File: src/rtl/trackball_pkg.sv
// Shared types and helpers for the trackball quadrature encoder:
// quadrature phase type, phase stepping and accumulator saturation.
package trackball_pkg;

    typedef logic [1:0] phase_t;

    localparam phase_t PH_00 = 2'b00;
    localparam phase_t PH_01 = 2'b01;
    localparam phase_t PH_11 = 2'b11;
    localparam phase_t PH_10 = 2'b10;

    localparam int DELTA_W = 9;

    // Forward order is 00 -> 01 -> 11 -> 10 -> 00; backward is the reverse.
    function automatic phase_t next_phase(input phase_t cur, input logic fwd);
        phase_t nxt;
        case (cur)
            PH_00:   nxt = fwd ? PH_01 : PH_10;
            PH_01:   nxt = fwd ? PH_11 : PH_00;
            PH_11:   nxt = fwd ? PH_10 : PH_01;
            default: nxt = fwd ? PH_00 : PH_11;
        endcase
        return nxt;
    endfunction

    function automatic int sat_add(input int a, input int b, input int lim);
        int s;
        s = a + b;
        if (s > lim) begin
            s = lim;
        end else if (s < -lim) begin
            s = -lim;
        end
        return s;
    endfunction

endpackage

File: src/rtl/trackball_axis.sv
// One trackball axis: saturating pending-step accumulator fed by mouse and
// joystick, drained one quadrature step per step tick.
module trackball_axis #(
    parameter int ACC_MAX = 255
) (
    input  logic              clk,
    input  logic              reset,
    input  logic              step_tick,
    input  logic              joy_tick,
    input  logic              joy_pos,
    input  logic              joy_neg,
    input  logic              stb,
    input  logic signed [8:0] delta,
    input  logic              flip,
    output logic              a,
    output logic              b,
    output logic              nonzero
);
    import trackball_pkg::*;

    // Wide enough for +-ACC_MAX and for a full mouse delta; three guard bits
    // let pend + mouse + joy - consumed be formed without overflow.
    localparam int ACC_BITS = $clog2(ACC_MAX + 1) + 1;
    localparam int ACC_W    = (ACC_BITS > DELTA_W) ? ACC_BITS : DELTA_W;
    localparam int SUM_W    = ACC_W + 3;

    logic signed [ACC_W-1:0] pend_q, pend_d;
    phase_t                  phase_q, phase_d;

    logic                    step_fwd;
    logic signed [SUM_W-1:0] consumed;
    logic signed [SUM_W-1:0] joy_v;
    logic signed [SUM_W-1:0] mouse_v;
    logic signed [SUM_W-1:0] inc;

    // The step decision looks only at the pre-update accumulator; flip
    // reverses the phase direction but not the accounting.
    always_comb begin
        step_fwd = 1'b0;
        consumed = '0;
        joy_v    = '0;
        mouse_v  = '0;
        phase_d  = phase_q;

        if (step_tick && (pend_q != '0)) begin
            step_fwd = !pend_q[ACC_W-1];
            consumed = step_fwd ? SUM_W'(1) : '1;
            phase_d  = next_phase(phase_q, step_fwd ^ flip);
        end

        if (joy_tick && joy_pos && !joy_neg) begin
            joy_v = SUM_W'(1);
        end else if (joy_tick && joy_neg && !joy_pos) begin
            joy_v = '1;
        end

        if (stb) begin
            mouse_v = {{(SUM_W-DELTA_W){delta[DELTA_W-1]}}, delta};
        end

        inc    = mouse_v + joy_v - consumed;
        pend_d = ACC_W'(sat_add(int'(pend_q), int'(inc), ACC_MAX));
    end

    always_ff @(posedge clk) begin
        if (reset) begin
            pend_q  <= '0;
            phase_q <= PH_00;
        end else begin
            pend_q  <= pend_d;
            phase_q <= phase_d;
        end
    end

    assign a       = phase_q[1];
    assign b       = phase_q[0];
    assign nonzero = (pend_q != '0);

endmodule

File: src/rtl/trackball_quad_enc.sv
// Joystick/mouse to two-axis trackball quadrature converter; owns the shared
// step and joystick dividers and the registered busy flag.
module trackball_quad_enc #(
    parameter int STEP_DIV = 2500,
    parameter int JOY_DIV  = 20000,
    parameter int ACC_MAX  = 255
) (
    input  logic       clk,
    input  logic       reset,
    input  logic       joy_l,
    input  logic       joy_r,
    input  logic       joy_u,
    input  logic       joy_d,
    input  logic       mouse_stb,
    input  logic [8:0] mouse_dx,
    input  logic [8:0] mouse_dy,
    input  logic       flip,
    output logic       xa,
    output logic       xb,
    output logic       ya,
    output logic       yb,
    output logic       busy
);
    import trackball_pkg::*;

    localparam int STEP_CW = (STEP_DIV > 1) ? $clog2(STEP_DIV) : 1;
    localparam int JOY_CW  = (JOY_DIV > 1) ? $clog2(JOY_DIV) : 1;

    logic [STEP_CW-1:0] step_cnt_q, step_cnt_d;
    logic [JOY_CW-1:0]  joy_cnt_q, joy_cnt_d;
    logic               busy_q, busy_d;
    logic               step_tick, joy_tick;
    logic               x_nz, y_nz;

    always_comb begin
        step_tick  = (step_cnt_q == STEP_CW'(STEP_DIV - 1));
        joy_tick   = (joy_cnt_q == JOY_CW'(JOY_DIV - 1));
        step_cnt_d = step_tick ? '0 : step_cnt_q + STEP_CW'(1);
        joy_cnt_d  = joy_tick ? '0 : joy_cnt_q + JOY_CW'(1);
        busy_d     = x_nz | y_nz;
    end

    always_ff @(posedge clk) begin
        if (reset) begin
            step_cnt_q <= '0;
            joy_cnt_q  <= '0;
            busy_q     <= 1'b0;
        end else begin
            step_cnt_q <= step_cnt_d;
            joy_cnt_q  <= joy_cnt_d;
            busy_q     <= busy_d;
        end
    end

    // Screen y grows downward, so joy_d is the positive Y direction.
    trackball_axis #(.ACC_MAX(ACC_MAX)) u_axis_x (
        .clk      (clk),
        .reset    (reset),
        .step_tick(step_tick),
        .joy_tick (joy_tick),
        .joy_pos  (joy_r),
        .joy_neg  (joy_l),
        .stb      (mouse_stb),
        .delta    (mouse_dx),
        .flip     (flip),
        .a        (xa),
        .b        (xb),
        .nonzero  (x_nz)
    );

    trackball_axis #(.ACC_MAX(ACC_MAX)) u_axis_y (
        .clk      (clk),
        .reset    (reset),
        .step_tick(step_tick),
        .joy_tick (joy_tick),
        .joy_pos  (joy_d),
        .joy_neg  (joy_u),
        .stb      (mouse_stb),
        .delta    (mouse_dy),
        .flip     (flip),
        .a        (ya),
        .b        (yb),
        .nonzero  (y_nz)
    );

    assign busy = busy_q;

endmodule

File: config.mk
export PLATFORM = sky130hd
export DESIGN_NAME = trackball_quad_enc
export DESIGN_NICKNAME = d
export VERILOG_FILES = /design/src/rtl/trackball_pkg.sv /design/src/rtl/trackball_axis.sv /design/src/rtl/trackball_quad_enc.sv
export SDC_FILE = /design/constraint.sdc
export NUM_CORES = 1
export LEC_CHECK = 0
export BUFFER_PORTS_ARGS = -buffer_cell sky130_fd_sc_hd__buf_2
export CAP_MARGIN = 20
export CORE_MARGIN = 3
export CORE_UTILIZATION = 52
export DETAILED_ROUTE_END_ITERATION = 16
export PLACE_DENSITY_LB_ADDON = 0.08
export SYNTH_ARGS = -nofsm -noshare
export SYNTH_HDL_FRONTEND = slang
export SYNTH_HIERARCHICAL = 1
export SYNTH_SLANG_ARGS = --single-unit
File: constraint.sdc
create_clock -name clk -period 9.5 [get_ports clk]
set_clock_uncertainty 0.15 [all_clocks]
set_input_delay 0.95 -clock clk [delete_from_list [all_inputs] [get_ports clk]]
set_output_delay 0.95 -clock clk [all_outputs]
set_load 0.1 [all_outputs]
==> results of run 1 <==
-- sequential cells by signal, summed over array words and instances, names as in the netlist --
name,count
u_axis_x/phase_q,2
u_axis_y/phase_q,2
joy_cnt_q,15
u_axis_y/pend_q,9
step_cnt_q,12
u_axis_x/pend_q,9
busy,1
-- cells in the final DEF (no fill, tap or decap), types with 11 or more instances in the layout --
| cell | instances |
|---|---|
| inv_1 | 50 |
| ha_1 | 51 |
| nand4_1 | 11 |
| a21o_1 | 11 |
| nor2_1 | 55 |
| a21oi_1 | 24 |
| nand3_1 | 16 |
| nand2_1 | 35 |
| buf_2 | 30 |
| dfxtp_1 | 50 |
| xnor2_1 | 28 |
| and2_1 | 13 |
| xor2_1 | 30 |
| fa_1 | 20 |
| nor3_1 | 11 |
-- synth_stat cells (3+ instances only) --
cell type  count
a2111oi_0      4
a211o_1        6
a211oi_1       6
a21o_1        11
a21oi_1       24
a21oi_2        3
a221oi_1       7
and2_1        13
and3_1         4
and4_1         4
buf_2          3
clkbuf_1       7
dfxtp_1       50
fa_1          20
ha_1          51
inv_1         50
mux2i_1        7
nand2_1       35
nand2b_1      10
nand3_1       16
nand4_1       11
nor2_1        55
nor2b_1        5
nor3_1        11
nor4_1         5
o2111ai_1      3
o211ai_1       5
o21a_1         7
o21ai_0        6
o21ai_1        5
o21bai_1       6
or2_2          6
or4_1          3
xnor2_1       28
xor2_1        30
-- power breakdown --
| group | switching (W) | leakage, nW | total [W] | internal [W] |
|---|---|---|---|---|
| registers | 0.0000346 | 0.409 | 0.000280 | 0.000246 |
| logic | 0.000468 | 1.78 | 0.000816 | 0.000349 |
| clock network | 0.0000679 | 0.0444 | 0.000119 | 0.0000509 |
-- how the worst max path moves through the flow --
stage             startpoint  slack, ns                  to  depth (start not counted)
6_report       step_cnt_q[3]       3.25  u_axis_y/pend_q[3]                         18
5_1_grt         joy_cnt_q[0]       2.67  u_axis_y/pend_q[7]                         21
4_1_cts        step_cnt_q[3]       3.24  u_axis_y/pend_q[0]                         18
3_5_place_dp   step_cnt_q[3]       3.24  u_axis_y/pend_q[0]                         18
3_3_place_gp   step_cnt_q[3]       3.29  u_axis_y/pend_q[0]                         18
2_1_floorplan   joy_cnt_q[0]       3.94  u_axis_x/pend_q[0]                         22
-- cell families after synthesis --
group / count (synthesis)
adder cells (fa/ha/maj): 71
AND/OR/NAND/NOR: 194
buffers and inverters: 64
XOR/XNOR: 58
flip-flops: 50
AO/OA/AOI/OAI: 120
multiplexers: 7
-- through the flow --
| stage | worst slack (ns) | std cells | instance area [µm²] | power, W |
|---|---|---|---|---|
| finish | 3.25 | 695 | 5120 | 0.00122 |
| global route | 2.67 | 695 | 5120 | 0.00132 |
| CTS | 3.24 | 695 | 5120 | 0.00122 |
| detailed placement | 3.24 | 688 | 5040 | 0.00109 |
| global placement | 3.29 | 688 | 5040 | 0.00108 |
| floorplan | 3.94 | 564 | 4830 | 0.000950 |
-- critical path, stage by stage (launching register included) --
cell	delay [ns]
dfxtp_1	0.37
or4b_1	0.55
nor4_2	0.50
nand2_1	0.30
fa_1	0.59
ha_1	0.32
a21o_1	0.15
a21oi_1	0.23
o21bai_1	0.09
a21oi_1	0.22
o21ai_0	0.24
o311ai_0	0.58
ha_1	0.26
nand2_1	0.10
o31ai_2	0.31
a21oi_2	0.10
xnor2_1	0.46
a41oi_1	0.38
a211oi_1	0.29
-- area by class of cell --
class / instances / area, µm² / area share
Multi-Input combinational cell: 450 / 3570 / 0.696
Inverter: 50 / 188 / 0.0366
Clock inverter: 2 / 13.8 / 0.00269
Timing Repair Buffer: 30 / 150 / 0.0293
Tap cell: 108 / 135 / 0.0264
Sequential cell: 50 / 1000 / 0.195
Clock buffer: 5 / 68.8 / 0.0134
-- per-layer routing --
layer | part of all wire | GRT usage | wire length [µm] | vias to the layer above
met5 | 0 | 0 | 0 | -
li1 | - | - | - | 2055
met2 | 0.51 | 0.379 | 5300 | 51
met1 | 0.45 | 0.250 | 4670 | 1916
met4 | 0.012 | 0.0394 | 124 | 0
met3 | 0.023 | 0.0287 | 237 | 8
==> flow_metrics.env, run 1 <==
export IMPL_clk_pin_slew_ns=0.08
export IMPL_cts_num_sinks=50
export IMPL_numCtsBuffers=5
export IMPL_gp_congestion=0.839
export IMPL_crit_path_start_kind="flip-flop"
export IMPL_outcome="completed"
export IMPL_maxCapViolCount=0
export IMPL_start_util=0.546
export IMPL_synthMuxAreaShare=0.0145
export IMPL_die_h_um=102
export IMPL_cts_resized=0
export IMPL_r2r_start="step_cnt_q[3]"
export IMPL_syn_area_um2=4830
export IMPL_final_setup_viol_count=0
export IMPL_diodes=0
export IMPL_synth_area_leader_cell="dfxtp_1"
export IMPL_synthDistinctLibCells=75
export IMPL_r2r_slack_ns=3.25
export IMPL_vias=4030
export IMPL_synth_top_cell_area_share=0.207
export IMPL_hold_path_class="reg -> reg"
export IMPL_synth_top_family_by_area="adder cells"
export IMPL_hold_depth=1
export IMPL_postCtsHoldBufs=0
export IMPL_synth_edf_count=0
export IMPL_p_leak_nw=2.23
export IMPL_worst_endpoint_arrival_ns=6.32
export IMPL_port_buffers=30
export IMPL_cts_path_max_buffers=2
export IMPL_routed_wl_um=10300
export IMPL_worstHoldStart="step_cnt_q[0]"
export IMPL_synth_avg_cell_area_um2=8.56
export IMPL_synth_xor_area_share=0.105
export IMPL_crit_required_ns=9.57
export IMPL_synthCells=564
export IMPL_synth_area_leaders="dfxtp_1 (21%), ha_1 (13%), fa_1 (8.3%)"
export IMPL_grt_pass1_vias=3965
export IMPL_finalCoreUtilization=0.579
export IMPL_synth_compound_area_share=0.194
export IMPL_slew_headroom=0.605
export IMPL_antenna_found_initial=0
export IMPL_ys_warn_count=6
export IMPL_hpwlAfterDp_um=8470
export IMPL_drt_pass1_iterations=4
export IMPL_fillers=865
export IMPL_htreeDepth=2
export IMPL_clk_latency_ns=0.30
export IMPL_ys_flop_type="dfxtp_1"
export IMPL_setup_tns_ns=0
export IMPL_layout_area_overhead_vs_synth_pct=6.12
export IMPL_power_density_nw_per_um2=237
export IMPL_hold_viol_final=0
export IMPL_r2r_end="u_axis_y/pend_q[3]"
export IMPL_detail_route_wl_per_cell_um=14.9
export IMPL_layout_nets=684
export IMPL_end_kind="flip-flop"
export IMPL_seq_area_frac_synth=0.207
export IMPL_die_x_um=102
export IMPL_synth_seq_cells=50
export IMPL_post_cts_buffers=0
export IMPL_min_to="step_cnt_q[0]"
export IMPL_crit_type="reg -> reg"
export IMPL_timing_final_crit_share=0.658
export IMPL_design_portCount=31
export IMPL_rows=34
export IMPL_root_buffer="clkbuf_8"
export IMPL_syn_num_nets=661
export IMPL_cts_tree="yes"
export IMPL_gr_total_overflow=0
export IMPL_initialDrtViolationCount=131
export IMPL_drive_gt1_frac=0.0971
export IMPL_peakVddDrop_uv=178
export IMPL_cp_max_fo=6
export IMPL_holdWs_ns=0.320
export IMPL_grtUsageTotal=0.204
export IMPL_fin_crit_ns=6.25
export IMPL_drv_slew=0
export IMPL_rsz0062_at_grt="no"
export IMPL_vias_per_cell=5.80
export IMPL_core_area_um2=8850
export IMPL_synth_simple_area_share=0.210
export IMPL_grt_max_degree=27
export IMPL_dieArea_um2=10500
export IMPL_route_detailed_drc=0
export IMPL_fmax_mhz=160
export IMPL_synth_fa_ha_area_frac=0.215
export IMPL_grt_pass1_wl_um=17400
export IMPL_worst_pin_slew_ns=0.592
export IMPL_synthArstFlopShare=0
export IMPL_ant_nets=0
export IMPL_reg2reg_depth=18
Power figures use the tool's default switching activity.
==> inputs of run 2 (changes only) <==
- clock period: 9.5 -> 6.5 ns (I/O delays scaled with it)
==> flow_metrics.env, run 2 (synthesis gave the netlist of run 1 again) <==
export IMPL_start_util=0.546
export IMPL_vias=4022
export IMPL_crit_family="compound AO/OA/AOI/OAI gates"
export IMPL_core_area_um2=8850
export IMPL_rows=34
export IMPL_worst_endpoint_arrival_ns=6.14
export IMPL_timing_final_crit_share=0.937
export IMPL_power_share_combinational=0.668
export IMPL_clk_latency_ns=0.30
export IMPL_cp_depth=21
export IMPL_diodes=0
export IMPL_path_common_cell="a21oi_1"
export IMPL_die_h_um=102
export IMPL_cts_tree="yes"
export IMPL_die_x_um=102
export IMPL_hold_depth=1
export IMPL_slew_headroom=0.587
export IMPL_peakVddDrop_uv=280
export IMPL_dieArea_um2=10500
export IMPL_hold_viol_final=0
export IMPL_final_setup_viol_count=0
export IMPL_cp_max_fo=12
export IMPL_design_portCount=31
export IMPL_grt_max_degree=27
export IMPL_crit_type="reg -> reg"
export IMPL_numCtsBuffers=5
export IMPL_hpwlAfterDp_um=8450
export IMPL_largest_reg_flops=15
export IMPL_switching_share=0.465
export IMPL_r2r_slack_ns=0.41
export IMPL_outcome="completed"
export IMPL_end_kind="flip-flop"
export IMPL_fmax_mhz=164
export IMPL_fin_ws_ns=0.412
export IMPL_grt_pass1_wl_um=17500
export IMPL_root_buffer="clkbuf_8"
export IMPL_worstPathCellList="ha_1 -> and3_1 -> and4b_2 -> nand2_1 -> or2_2 -> inv_1 -> fa_1 -> fa_1 -> a21o_1 -> a21oi_1 -> o21bai_1 -> a21oi_1 -> xnor2_1 -> ha_1 -> o21a_1 -> o21a_1 -> a2bb2oi_2 -> a21oi_1 -> o31a_1 -> or4_1 -> o211a_1"
export IMPL_gp_congestion=0.837
export IMPL_detail_route_wl_per_cell_um=14.7
export IMPL_dp_cells=689
export IMPL_route_detailed_drc=0
export IMPL_final_common_cell="nor2_1"
export IMPL_grtUsageTotal=0.204
export IMPL_ant_nets=0
export IMPL_pwr_share_clk=0.104
export IMPL_fin_crit_ns=6.09
export IMPL_cp_slowest_cell="or4_1"
export IMPL_power_density_nw_per_um2=350
export IMPL_cts_path_max_buffers=2
export IMPL_port_buffers=30
export IMPL_dp_slack_ns=0.218
export IMPL_drv_slew=0
export IMPL_maxCapViolCount=0
export IMPL_path_buf_inv=1
export IMPL_max_flop_register="joy_cnt_q"
export IMPL_biggestRegsByFlops="joy_cnt_q (15), step_cnt_q (12)"
export IMPL_layout_nets=685
export IMPL_vias_per_cell=5.77
export IMPL_routed_wl_um=10300
export IMPL_drt_pass1_iterations=4
export IMPL_power_switching_w=0.000839
export IMPL_reg2reg_depth=21
export IMPL_initialDrtViolationCount=103
export IMPL_crit_path_start_kind="flip-flop"
export IMPL_worst_pin_slew_ns=0.619
export IMPL_rsz0062_at_grt="no"
export IMPL_crit_required_ns=6.55
export IMPL_hold_path_class="reg -> reg"
export IMPL_internal_power_w=0.000966
export IMPL_final_cells=697
export IMPL_seqPwrFrac=0.228
export IMPL_gr_total_overflow=0
export IMPL_clk_pin_slew_ns=0.09
export IMPL_drive_gt1_frac=0.107
export IMPL_layout_area_overhead_vs_synth_pct=6.97
export IMPL_htreeDepth=2
export IMPL_layout_common_cells="nor2_1 (55), ha_1 (51), dfxtp_1 (50)"
export IMPL_p_leak_nw=2.25
export IMPL_setup_tns_ns=0
export IMPL_antenna_found_initial=0
export IMPL_cts_num_sinks=50
export IMPL_slowest_delay_ns=0.51
export IMPL_grt_pass1_vias=3959
[run 2: cell count changes in the layout (fill, tap and decap cells not counted), sizes merged]
cell | before | now
buf | 30 | 31
clkbuf | 5 | 6
clkinvlp | 0 | 1
inv | 51 | 50
[run 2: layout make-up]
cell class | count | area, µm²
multi-input combinational | 450 | 3590
sequential | 50 | 1000
clock buffer | 6 | 82.6
timing repair buffer | 31 | 158
fill | 829 | 3680
clock inverter | 2 | 12.5
inverter | 50 | 188
tap | 108 | 135
[run 2: power by group through the flow]
stage          Combinational (W)  Clock [W]  Sequential, W
3_5_place_dp             0.00119          0       0.000418
6_report                 0.00121   0.000188       0.000412
4_1_cts                  0.00119   0.000194       0.000412
2_1_floorplan           0.000988          0       0.000401
3_3_place_gp             0.00116          0       0.000420
5_1_grt                  0.00134   0.000206       0.000417
[run 2: through the flow]
step                area (µm²)  power (W)  hold slack (ns)   util
finish                    5160    0.00181            0.315  0.584
global route              5160    0.00196            0.351  0.584
detailed placement        5050    0.00160            0.299  0.570
CTS                       5140    0.00180            0.321  0.581
global placement          5050    0.00158            0.291  0.570
floorplan                 4830    0.00139            0.276      -
[run 2: routing by layer]
layer | global-route usage | wire, µm | share of wire | vias up
met1 | 0.251 | 4590 | 0.45 | 1905
met2 | 0.385 | 5360 | 0.52 | 50
li1 | - | - | - | 2054
met4 | 0.0323 | 99 | 0.0096 | 0
met5 | 0 | 0 | 0 | -
met3 | 0.0239 | 213 | 0.021 | 13
[run 2: worst paths after layout]
kind                              to         start
hold reg to reg         joy_cnt_q[0]  joy_cnt_q[0]
setup reg to reg  u_axis_x/pend_q[0]  joy_cnt_q[0]
hold / removal          joy_cnt_q[0]  joy_cnt_q[0]
setup / recovery  u_axis_x/pend_q[0]  joy_cnt_q[0]
[run 2: timing repair]
item | in CTS | in global routing
hold buffers | 0 | 0
setup endpoints to repair | 0 | 14
hold endpoints to repair | 0 | 0
buffers inserted | 0 | 0
gates resized for setup | 0 | 7
==> inputs of run 3 (changes only) <==
- CELL_PAD_IN_SITES_DETAIL_PLACEMENT: not set -> 0
- CELL_PAD_IN_SITES_GLOBAL_PLACEMENT: not set -> 1
- CORE_UTILIZATION: 52 -> 48
==> flow_metrics.env, run 3 (synthesis gave the netlist of run 1 again) <==
export IMPL_outcome="completed"
export IMPL_p_total_w=0.00183
export IMPL_start_util=0.508
export IMPL_rsz0062_at_grt="no"
export IMPL_die_h_um=106
export IMPL_r2r_slack_ns=0.42
export IMPL_worst_pin_slew_ns=0.588
export IMPL_slew_headroom=0.598
export IMPL_diodes=0
export IMPL_peakVddDrop_uv=219
export IMPL_biggestRegsByFlops="joy_cnt_q (15), step_cnt_q (12)"
export IMPL_cts_tree="yes"
export IMPL_grt_pass1_wl_um=17600
export IMPL_hold_path_class="reg -> reg"
export IMPL_worstPathCellList="ha_1 -> and3_1 -> and4b_2 -> nand2_1 -> or2_2 -> inv_1 -> fa_1 -> fa_1 -> a21o_1 -> a21oi_1 -> o21bai_1 -> a21oi_1 -> xnor2_1 -> ha_1 -> o21a_1 -> o21a_1 -> a2bb2oi_2 -> a21oi_1 -> o31a_1 -> or4_1 -> o211a_1"
export IMPL_port_buffers=30
export IMPL_cp_slowest_cell="or4_1"
export IMPL_root_buffer="clkbuf_8"
export IMPL_crit_family="compound AO/OA/AOI/OAI gates"
export IMPL_timing_final_crit_share=0.935
export IMPL_setup_tns_ns=0
export IMPL_drv_slew=0
export IMPL_power_density_nw_per_um2=352
export IMPL_cts_path_max_buffers=2
export IMPL_detail_route_wl_per_cell_um=14.4
export IMPL_cts_num_sinks=50
export IMPL_final_area_um2=5210
export IMPL_hpwlAfterDp_um=8500
export IMPL_final_setup_viol_count=0
export IMPL_die_x_um=106
export IMPL_drt_pass1_iterations=4
export IMPL_crit_path_start_kind="flip-flop"
export IMPL_clk_pin_slew_ns=0.11
export IMPL_hold_viol_final=0
export IMPL_antenna_found_initial=0
export IMPL_grtUsageTotal=0.186
export IMPL_crit_required_ns=6.55
export IMPL_gr_total_overflow=0
export IMPL_maxCapViolCount=0
export IMPL_slowest_delay_ns=0.51
export IMPL_post_cts_buffers=0
export IMPL_place_area_um2=5070
export IMPL_worst_endpoint_arrival_ns=6.13
export IMPL_clk_latency_ns=0.31
export IMPL_design_portCount=31
export IMPL_p_leak_nw=2.25
export IMPL_routed_wl_um=10300
export IMPL_largest_reg_flops=15
export IMPL_final_common_cell="nor2_1"
export IMPL_grt_max_degree=27
export IMPL_path_buf_inv=1
export IMPL_drive_gt1_frac=0.112
export IMPL_htreeDepth=2
export IMPL_fillers=933
export IMPL_layout_nets=684
export IMPL_vias_per_cell=5.62
export IMPL_vias=4030
export IMPL_gp_congestion=0.826
export IMPL_ant_nets=0
export IMPL_fmax_mhz=165
export IMPL_end_kind="flip-flop"
export IMPL_route_detailed_drc=0
export IMPL_path_common_cell="a21oi_1"
export IMPL_initialDrtViolationCount=116
export IMPL_layout_area_overhead_vs_synth_pct=7.91
export IMPL_rows=35
export IMPL_fin_crit_ns=6.08
export IMPL_max_flop_register="joy_cnt_q"
export IMPL_cp_max_fo=12
export IMPL_grt_pass1_vias=3913
export IMPL_numCtsBuffers=5
export IMPL_crit_type="reg -> reg"
export IMPL_core_area_um2=9500
export IMPL_layout_common_cells="nor2_1 (55), ha_1 (50), dfxtp_1 (50)"
export IMPL_dieArea_um2=11300
[run 3: cell types whose count changed in the layout (fill, tap and decap cells not counted), sizes merged]
cell,delta
buf,-1
clkbuf,-1
clkinvlp,-1
inv,+2
[run 3: worst reg2reg max path: stages, from the launching register on]
cell	delay [ns]
dfxtp_1	0.38
ha_1	0.20
and3_1	0.25
and4b_2	0.32
nand2_1	0.06
or2_2	0.37
inv_1	0.19
fa_1	0.49
fa_1	0.47
a21o_1	0.19
a21oi_1	0.23
o21bai_1	0.10
a21oi_1	0.23
xnor2_1	0.12
ha_1	0.44
o21a_1	0.17
o21a_1	0.19
a2bb2oi_2	0.29
a21oi_1	0.10
o31a_1	0.38
or4_1	0.51
o211a_1	0.13
[run 3: power by group]
group / switching, W / internal, W / leakage (nW)
Combinational: 0.000703 / 0.000525 / 1.79
Sequential: 0.0000504 / 0.000359 / 0.409
Clock: 0.000116 / 0.0000808 / 0.0506
Total: 0.000870 / 0.000965 / 2.25
[run 3: layout make-up]
class	count	area (µm²)	share of cell area
multi-input cells	450	3610	0.693
well taps	129	161	0.0310
clock inverters	3	28.8	0.00552
clock buffers	5	68.8	0.0132
flip-flops and latches	50	1000	0.192
inverters	50	188	0.0360
repair buffers	30	150	0.0288
[run 3: path summary, 6_finish.rpt]
path                start            endpoint  cells past startpoint
max          joy_cnt_q[0]  u_axis_x/pend_q[0]                     21
min          joy_cnt_q[0]        joy_cnt_q[0]                      1
max reg2reg  joy_cnt_q[0]  u_axis_x/pend_q[0]                     21
min reg2reg  joy_cnt_q[0]        joy_cnt_q[0]                      1
[run 3: what timing repair did]
action / 4_1_cts / 5_1_grt
hold buffers: 0 / 0
resized for setup: 0 / 11
setup endpoints to repair: 0 / 16
[run 3: routing by layer]
metal / track usage / part of all wire
met1: 0.231 / 0.46
met2: 0.350 / 0.52
met3: 0.0182 / 0.022
met4: 0.0342 / 0.0053
met5: 0 / 0
[run 3: through the flow]
stage	setup WS, ns	util	hold WS (ns)	std cells
after floorplan	0.939	-	0.276	564
after global placement	0.263	0.533	0.290	709
after detailed placement	0.178	0.533	0.300	709
after CTS	0.157	0.543	0.325	717
after global routing	0.0122	0.548	0.365	717
final	0.422	0.548	0.321	717
